File: src/rtl/updi_rx_engine.sv
// ============================================================================
// Module   : updi_rx_engine
// Purpose  : UPDI receive engine between the UART RX FIFO and the programmer
//            data FIFO. ACK mode checks one received byte against ACK_VALUE;
//            burst mode forwards n_bytes_i bytes to the output FIFO. Provides
//            abort, a done pulse, a bytes-remaining status and an optional
//            empty-FIFO wait limit.
// Options  : `define UPDI_RX_TIMEOUT_EN to enable the RX wait-limit timer.
//            Without it, timeout_o is tied low and the engine waits forever.
// Revision : 1.0 - initial release
// ============================================================================
`default_nettype none

module updi_rx_engine #(
   parameter int                 DATA_W    = 8,
   parameter int                 BITS_N    = 6,
   parameter logic [DATA_W-1:0]  ACK_VALUE = 8'h40,
   parameter int                 TIMEOUT_W = 16
) (
   input  logic                  clk_i,
   input  logic                  rst_ni,
   input  logic                  start_i,
   input  logic [BITS_N-1:0]     n_bytes_i,
   input  logic                  wait_ack_i,
   input  logic                  abort_i,
   input  logic [TIMEOUT_W-1:0]  timeout_cycles_i,
   output logic                  ready_o,
   output logic                  done_o,
   output logic                  ack_received_o,
   output logic                  ack_error_o,
   output logic                  timeout_o,
   output logic [BITS_N-1:0]     bytes_left_o,
   input  logic [DATA_W-1:0]     in_fifo_data_i,
   input  logic                  in_fifo_empty_i,
   output logic                  in_fifo_rd_en_o,
   output logic [DATA_W-1:0]     out_fifo_data_o,
   input  logic                  out_fifo_full_i,
   output logic                  out_fifo_wr_en_o
);

   typedef enum logic [2:0] {
      S_IDLE    = 3'd0,
      S_RD      = 3'd1,
      S_WR      = 3'd2,
      S_ACK_RD  = 3'd3,
      S_ACK_CHK = 3'd4,
      S_DONE    = 3'd5
   } state_t;

   state_t              state_q, state_d;
   logic [BITS_N-1:0]   cnt_q, cnt_d;
   logic                tmo_hit;

`ifdef UPDI_RX_TIMEOUT_EN
   logic [TIMEOUT_W-1:0] idle_q, idle_d;

   // Wait limit reached: idle counter has counted timeout_cycles-1 empty cycles.
   assign tmo_hit = (timeout_cycles_i != '0) &&
                    (idle_q >= (timeout_cycles_i - TIMEOUT_W'(1)));

   // Count empty-FIFO cycles while waiting to read; any read or other state clears it.
   always_comb begin
      idle_d = '0;
      if ((state_q == S_RD || state_q == S_ACK_RD) && in_fifo_empty_i && !tmo_hit) begin
         idle_d = idle_q + TIMEOUT_W'(1);
      end
   end

   // Idle counter register.
   always_ff @(posedge clk_i or negedge rst_ni) begin
      if (!rst_ni) begin
         idle_q <= '0;
      end else begin
         idle_q <= idle_d;
      end
   end
`else
   logic unused_timeout_cycles;
   assign unused_timeout_cycles = ^timeout_cycles_i;
   assign tmo_hit = 1'b0;
`endif

   // Data passes straight through; the write strobe qualifies it.
   assign out_fifo_data_o = in_fifo_data_i;

   // Remaining count is only meaningful while a burst is moving.
   assign bytes_left_o = (state_q == S_RD || state_q == S_WR) ? cnt_q : '0;

   // Next-state, counter and strobe decode; abort overrides everything last.
   always_comb begin
      state_d          = state_q;
      cnt_d            = cnt_q;
      ready_o          = 1'b0;
      done_o           = 1'b0;
      ack_received_o   = 1'b0;
      ack_error_o      = 1'b0;
      timeout_o        = 1'b0;
      in_fifo_rd_en_o  = 1'b0;
      out_fifo_wr_en_o = 1'b0;

      case (state_q)
         S_IDLE: begin
            ready_o = 1'b1;
            cnt_d   = '0;
            if (start_i) begin
               if (n_bytes_i != '0) begin
                  cnt_d   = n_bytes_i;
                  state_d = S_RD;
               end else begin
                  state_d = S_DONE;
               end
            end else if (wait_ack_i) begin
               state_d = S_ACK_RD;
            end
         end
         S_RD: begin
            in_fifo_rd_en_o = !in_fifo_empty_i;
            if (!in_fifo_empty_i) begin
               state_d = S_WR;
            end else if (tmo_hit) begin
               timeout_o = 1'b1;
               cnt_d     = '0;
               state_d   = S_IDLE;
            end
         end
         S_WR: begin
            // A full output FIFO holds the byte here; the RX FIFO is not re-read.
            out_fifo_wr_en_o = !out_fifo_full_i;
            if (!out_fifo_full_i) begin
               if (cnt_q == BITS_N'(1)) begin
                  cnt_d   = '0;
                  state_d = S_DONE;
               end else begin
                  cnt_d   = cnt_q - BITS_N'(1);
                  state_d = S_RD;
               end
            end
         end
         S_ACK_RD: begin
            in_fifo_rd_en_o = !in_fifo_empty_i;
            if (!in_fifo_empty_i) begin
               state_d = S_ACK_CHK;
            end else if (tmo_hit) begin
               timeout_o = 1'b1;
               state_d   = S_IDLE;
            end
         end
         S_ACK_CHK: begin
            if (in_fifo_data_i == ACK_VALUE) begin
               ack_received_o = 1'b1;
            end else begin
               ack_error_o = 1'b1;
            end
            state_d = S_IDLE;
         end
         S_DONE: begin
            done_o  = 1'b1;
            state_d = S_IDLE;
         end
         default: begin
            cnt_d   = '0;
            state_d = S_IDLE;
         end
      endcase

      if (abort_i && state_q != S_IDLE) begin
         state_d          = S_IDLE;
         cnt_d            = '0;
         done_o           = 1'b0;
         ack_received_o   = 1'b0;
         ack_error_o      = 1'b0;
         timeout_o        = 1'b0;
         in_fifo_rd_en_o  = 1'b0;
         out_fifo_wr_en_o = 1'b0;
      end
   end

   // State and burst counter registers.
   always_ff @(posedge clk_i or negedge rst_ni) begin
      if (!rst_ni) begin
         state_q <= S_IDLE;
         cnt_q   <= '0;
      end else begin
         state_q <= state_d;
         cnt_q   <= cnt_d;
      end
   end

endmodule

`default_nettype wire

File: config.mk
export PLATFORM = sky130hd
export DESIGN_NAME = updi_rx_engine
export DESIGN_NICKNAME = d
export VERILOG_FILES = /design/src/rtl/updi_rx_engine.sv
export SDC_FILE = /design/constraint.sdc
export NUM_CORES = 1
export LEC_CHECK = 0
export CAP_MARGIN = 20
export CORE_ASPECT_RATIO = 1.5
export CORE_MARGIN = 2
export CORE_UTILIZATION = 35
export CTS_CLUSTER_DIAMETER = 60
export DETAILED_ROUTE_END_ITERATION = 7
export PLACE_DENSITY = 0.8
export SYNTH_ARGS = -nofsm -noshare
export SYNTH_HDL_FRONTEND = slang
export SYNTH_SLANG_ARGS = --single-unit
File: constraint.sdc
create_clock -name clk_i -period 2.1 [get_ports clk_i]
set_clock_uncertainty 0.15 [all_clocks]
set_input_delay 0.21 -clock clk_i [delete_from_list [all_inputs] [get_ports clk_i]]
set_output_delay 0.21 -clock clk_i [all_outputs]
set_load 0.02 [all_outputs]
# After elaboration in Yosys (flattened, before gate mapping)

Index checks and enable logic that the tools add are counted.

RAM bits: 0
Memories kept: 0
Input bits: 37
Register bits after elaboration: 9
Latch bits: 0
Bits in read-only memories: 0

Add/sub/neg operators: 1
Shift-type cells: 0
Bitwise gates (word level): 0
Order comparisons: 0
Multipliers: 0
Divide/modulo/power cells: 0
Equality and inequality tests: 12
Reduce and logical (&&, ||, !) cells: 11
Multiplexer cells: 29

Operator list:

| kind                                                   | number |
|---|---|
| 2-to-1 mux 6 bit                                       | 6 |
| 2-to-1 mux 3 bit                                       | 8 |
| one-hot mux 6 bit (3 select lines)                     | 1 |
| 2-to-1 mux 1 bit                                       | 13 |
| one-hot mux 3 bit (4 select lines)                     | 1 |
| == test 8 x 7 -> 1 bit (second input constant)         | 1 |
| == test 3 x 2 -> 1 bit (second input constant)         | 2 |
| == test 3 bit (second input constant)                  | 2 |
| == test 6 x 1 -> 1 bit (second input constant)         | 1 |
| inequality test 3 x 2 -> 1 bit (second input constant) | 2 |
| nonzero test 6 bit                                     | 1 |
| subtractor 6 x 1 -> 6 bit (second input constant)      | 1 |
| inequality test 4 bit (second input constant)          | 1 |
| AND reduction 4 bit                                    | 1 |
| OR reduction 4 bit                                     | 1 |
| == test 3 x 1 -> 1 bit (second input constant)         | 1 |
| zero test 3 bit                                        | 1 |
| inequality test 3 bit (second input constant)          | 1 |
| nonzero test 3 bit                                     | 1 |
| zero test 1 bit                                        | 2 |
| inequality test 2 x 1 -> 1 bit (second input constant) | 1 |
| AND reduction 2 bit                                    | 1 |
| OR reduction 2 bit                                     | 1 |
| logical AND 1 bit                                      | 1 |
| logical OR 1 bit                                       | 1 |

# Longest topological paths before layout

Depth after elaboration: 5
Gate-level depth with buffers: 6

# Worst setup path after synthesis

Ideal clock, no wire load.

Path type: flip-flop to output port
From: reg state_q[1]
To: out ack_error_o
Setup slack: -0.162 ns
Buffers on the path: 1
Data required time: 1.740 ns
Arrival time: 1.902 ns
Stages on the path, launching flop included: 4
Path through: dfrtp_1 buf_1 nand2b_1 a2111oi_0

Longest elaborated chain between the ends: 3

RTL lines:

| element                                                      | RTL line | source |
|---|---|---|
| start: declaration                                           | 50       | `state_t state_q, state_d;` |
| start signal: assignment                                     | 184      | `state_q <= state_d;` |
| == test 3 bit / nonzero test 3 bit (equally long branches)   | 101, 166 |  |
| 2-to-1 mux 1 bit / logical AND 1 bit (equally long branches) | 101, 166 |  |
| 2-to-1 mux 1 bit (*)                                         | 166      | `if (abort_i && state_q != S_IDLE) begin` |
| end: declaration                                             | 30       | `output logic ack_error_o,` |

Mark *: on every way between the ends. The rest lies on a longest branch, timed or not.

# Worst setup path after layout

From: reg state_q[2]
To: out out_fifo_wr_en_o

Longest elaborated chain between the ends: 3

RTL lines:

| element                                                             | RTL line | source |
|---|---|---|
| == test 3 x 2 -> 1 bit / nonzero test 3 bit (equally long branches) | 101, 166 |  |
| 2-to-1 mux 1 bit / logical AND 1 bit (equally long branches)        | 101, 166 |  |
| 2-to-1 mux 1 bit (*)                                                | 166      |  |
| end: declaration                                                    | 38       | `output logic out_fifo_wr_en_o` |

Marked as above.

==> impl_metrics.yaml <==
place:
  dp_hpwl_um: 1900
  gp_congestion: 0.818
  port_buffers: 40
  dpl_cell_area_mm2: 0.00121
synthesis:
  ys_ff_latch: 9
  yosys_warnings: 0
  synth_cell_types: 36
  synth_cells: 103
  avgSynthCellArea_um2: 8.08
  postSynthNetCount: 142
  syn_area_um2: 832
  synth_seq_area_share_pct: 27.1
critical_path:
  r2r-end: "cnt_q[2]"
  rrSetupSlack_ns: 0.15
  r2r-start: "state_q[2]"
  ff2ff_path_depth: 5
  critPathMaxFanout: 3
  cp.arrival_ns: 1.63
  criticalPathCategory: "reg -> out"
  cp-start-kind: "register"
  end_kind: "output pin"
  crit_required_ns: 1.74
sta:
  period_share_pct: 94.9
  report.final.slew_viol_count: 0
  setup_tns_ns: 0
  fmax_mhz: 502
  fin_crit_ns: 1.99
  rsz0062_at_grt: "false"
  final-hold-violation-count: 0
  finalSetupViolCount: 0
cts:
  cts.sinks: 9
  cts.clk_slew.worst_paths_ns: 0.07
  clk_latency_ns: 0.28
  ctsLongestPathBuffers: 2
  h-tree-depth: 1
  post_cts_buffers: 0
  tritoncts: "done"
  numCtsBuffers: 3
  clockRootBuffer: "clkbuf_4"
floorplanning:
  die_h_um: 63.7
  coreArea_mm2: 0.00223
  num_rows: 21
  start_util_pct: 37.3
  ios: 58
  die_x_um: 43.8
  die_area_mm2: 0.00279
cells_and_area:
  nNetsFinal: 179
  mostFrequentLayoutCells: "clkdlybuf4s50_1 (28), nand2_1 (10), dfrtp_1 (9), nor2_1 (8)"
  drive_gt1_share_pct: 12.9
  n_antenna_cell: 0
  design_area_mm2: 0.00124
  syn2layout_area_growth_pct: 49.6
  layout_commonest_cell: "clkdlybuf4s50_1"
drt:
  wirelength_um: 2470
  drt-wirelength-per-cell_um: 15.3
  drt_iter0_drc: 19
  drc: 0
  antenna_left: 0
  first_pass_iters: 4
  num_vias: 947
  viasPerCell: 5.85
global_route:
  grt_pass1_vias: 960
  overflow: 0
  grt_pass1_wl_um: 3970
  grt_max_degree: 16
  antenna_found_initial: 0
  grt_usage_pct: 18.5
power_and_ir_drop:
  power_mw: 1.51
  p_per_area_mw_per_mm2: 1210
  total_leakage_power_nw: 0.523
  ir_drop_mv: 0.794
min_path:
  hold_path.class: "in -> async"
status:
  status: "complete, no violations"
run:
  maxCapViolations: 0
[registers in the layout, summed over array words and instances, names as in the netlist]
signal	count
cnt_q	6
state_q	3
[per-stage QoR]
stage	cells	worst slack, ns	util (%)	hold slack [ns]
2_1_floorplan	103	0.0835	-	-0.236
3_3_place_gp	158	-0.261	54.2	0.384
3_5_place_dp	158	-0.313	54.2	0.393
4_1_cts	162	0.0494	55.4	0.0929
5_1_grt	162	0.0105	55.7	0.131
6_report	162	0.107	55.7	0.0876
[worst max-delay path by stage]
stage                                 start               end  slack [ns]  depth (start not counted)
after floorplan                  state_q[1]       ack_error_o        0.08                          3
after global placement    in_fifo_data_i[5]    ack_received_o       -0.26                          5
after detailed placement  in_fifo_data_i[5]    ack_received_o       -0.31                          5
after CTS                 in_fifo_data_i[0]    ack_received_o        0.05                          5
after global routing             state_q[1]   bytes_left_o[2]        0.01                          5
final                            state_q[2]  out_fifo_wr_en_o        0.11                          3
[repair_timing]
item / in CTS / in global routing
hold endpoints to repair: 0 / 0
hold buffers: 0 / 0
resized for setup: 14 / 9
endpoints found under the setup margin: 11 / 6
[power by group]
part / internal (mW) / switching (mW) / total (mW)
logic: 0.423 / 0.585 / 1.01
clock network: 0.0708 / 0.0733 / 0.144
registers: 0.256 / 0.0981 / 0.354
[routing by layer]
metal	up-vias	track usage, %	wire length, µm
li1	447	-	-
met1	446	18.9	892
met2	49	34.4	1330
met3	5	2.01	202
met4	0	10.2	50
met5	-	0	0
[synth_stat cells (all sizes together)]
master | count | area [µm²]
nor4 | 4 | 25.0
nand3b | 2 | 15.0
a31oi | 3 | 18.8
xnor2 | 1 | 8.76
a22o | 2 | 17.5
buf | 13 | 97.6
nand4 | 1 | 6.26
o211ai | 1 | 12.5
and3 | 1 | 6.26
and2 | 4 | 25.0
nand3 | 1 | 5.00
a311oi | 2 | 35.0
nor4b | 3 | 26.3
dfrtp | 9 | 225
nor3b | 1 | 7.51
or4b | 1 | 13.8
nand2 | 10 | 37.5
nor3 | 7 | 35.0
a22oi | 1 | 7.51
inv | 2 | 7.51
a21o | 1 | 7.51
a32oi | 1 | 8.76
clkbuf | 2 | 7.51
nand2b | 2 | 12.5
o21ai | 5 | 25.0
conb | 1 | 3.75
nor2 | 8 | 30.0
a21oi | 5 | 25.0
a2111oi | 1 | 8.76
a211oi | 5 | 37.5
ha | 2 | 25.0
o31ai | 1 | 7.51
[cell type report]
type,instances,area (µm²)
well taps,23,28.8
repair buffers,47,440
clock inverters,1,5.00
multi-input cells,77,515
flip-flops and latches,9,225
inverters,2,7.51
fillers,211,988
clock buffers,3,22.5
[critical path, cell delays in order, from the launching register on]
cell,delay (ns)
dfrtp_1,0.41
or4b_4,0.55
nor2_1,0.10
clkdlybuf4s15_1,0.30
[cells by family (layout without fill, tap and decap cells)]
group / Yosys count / in the layout / synth area share, %
AO/OA/AOI/OAI: 28 / 28 / 25.4
XOR/XNOR: 1 / 1 / 1.05
adder cells (fa/ha/maj): 2 / 2 / 3.01
buffers and inverters: 17 / 53 / 13.5
flip-flops: 9 / 9 / 27.1
other: 1 / 1 / 0.451
AND/OR/NAND/NOR: 45 / 45 / 29.5
(Power assumes the default switching activity.)
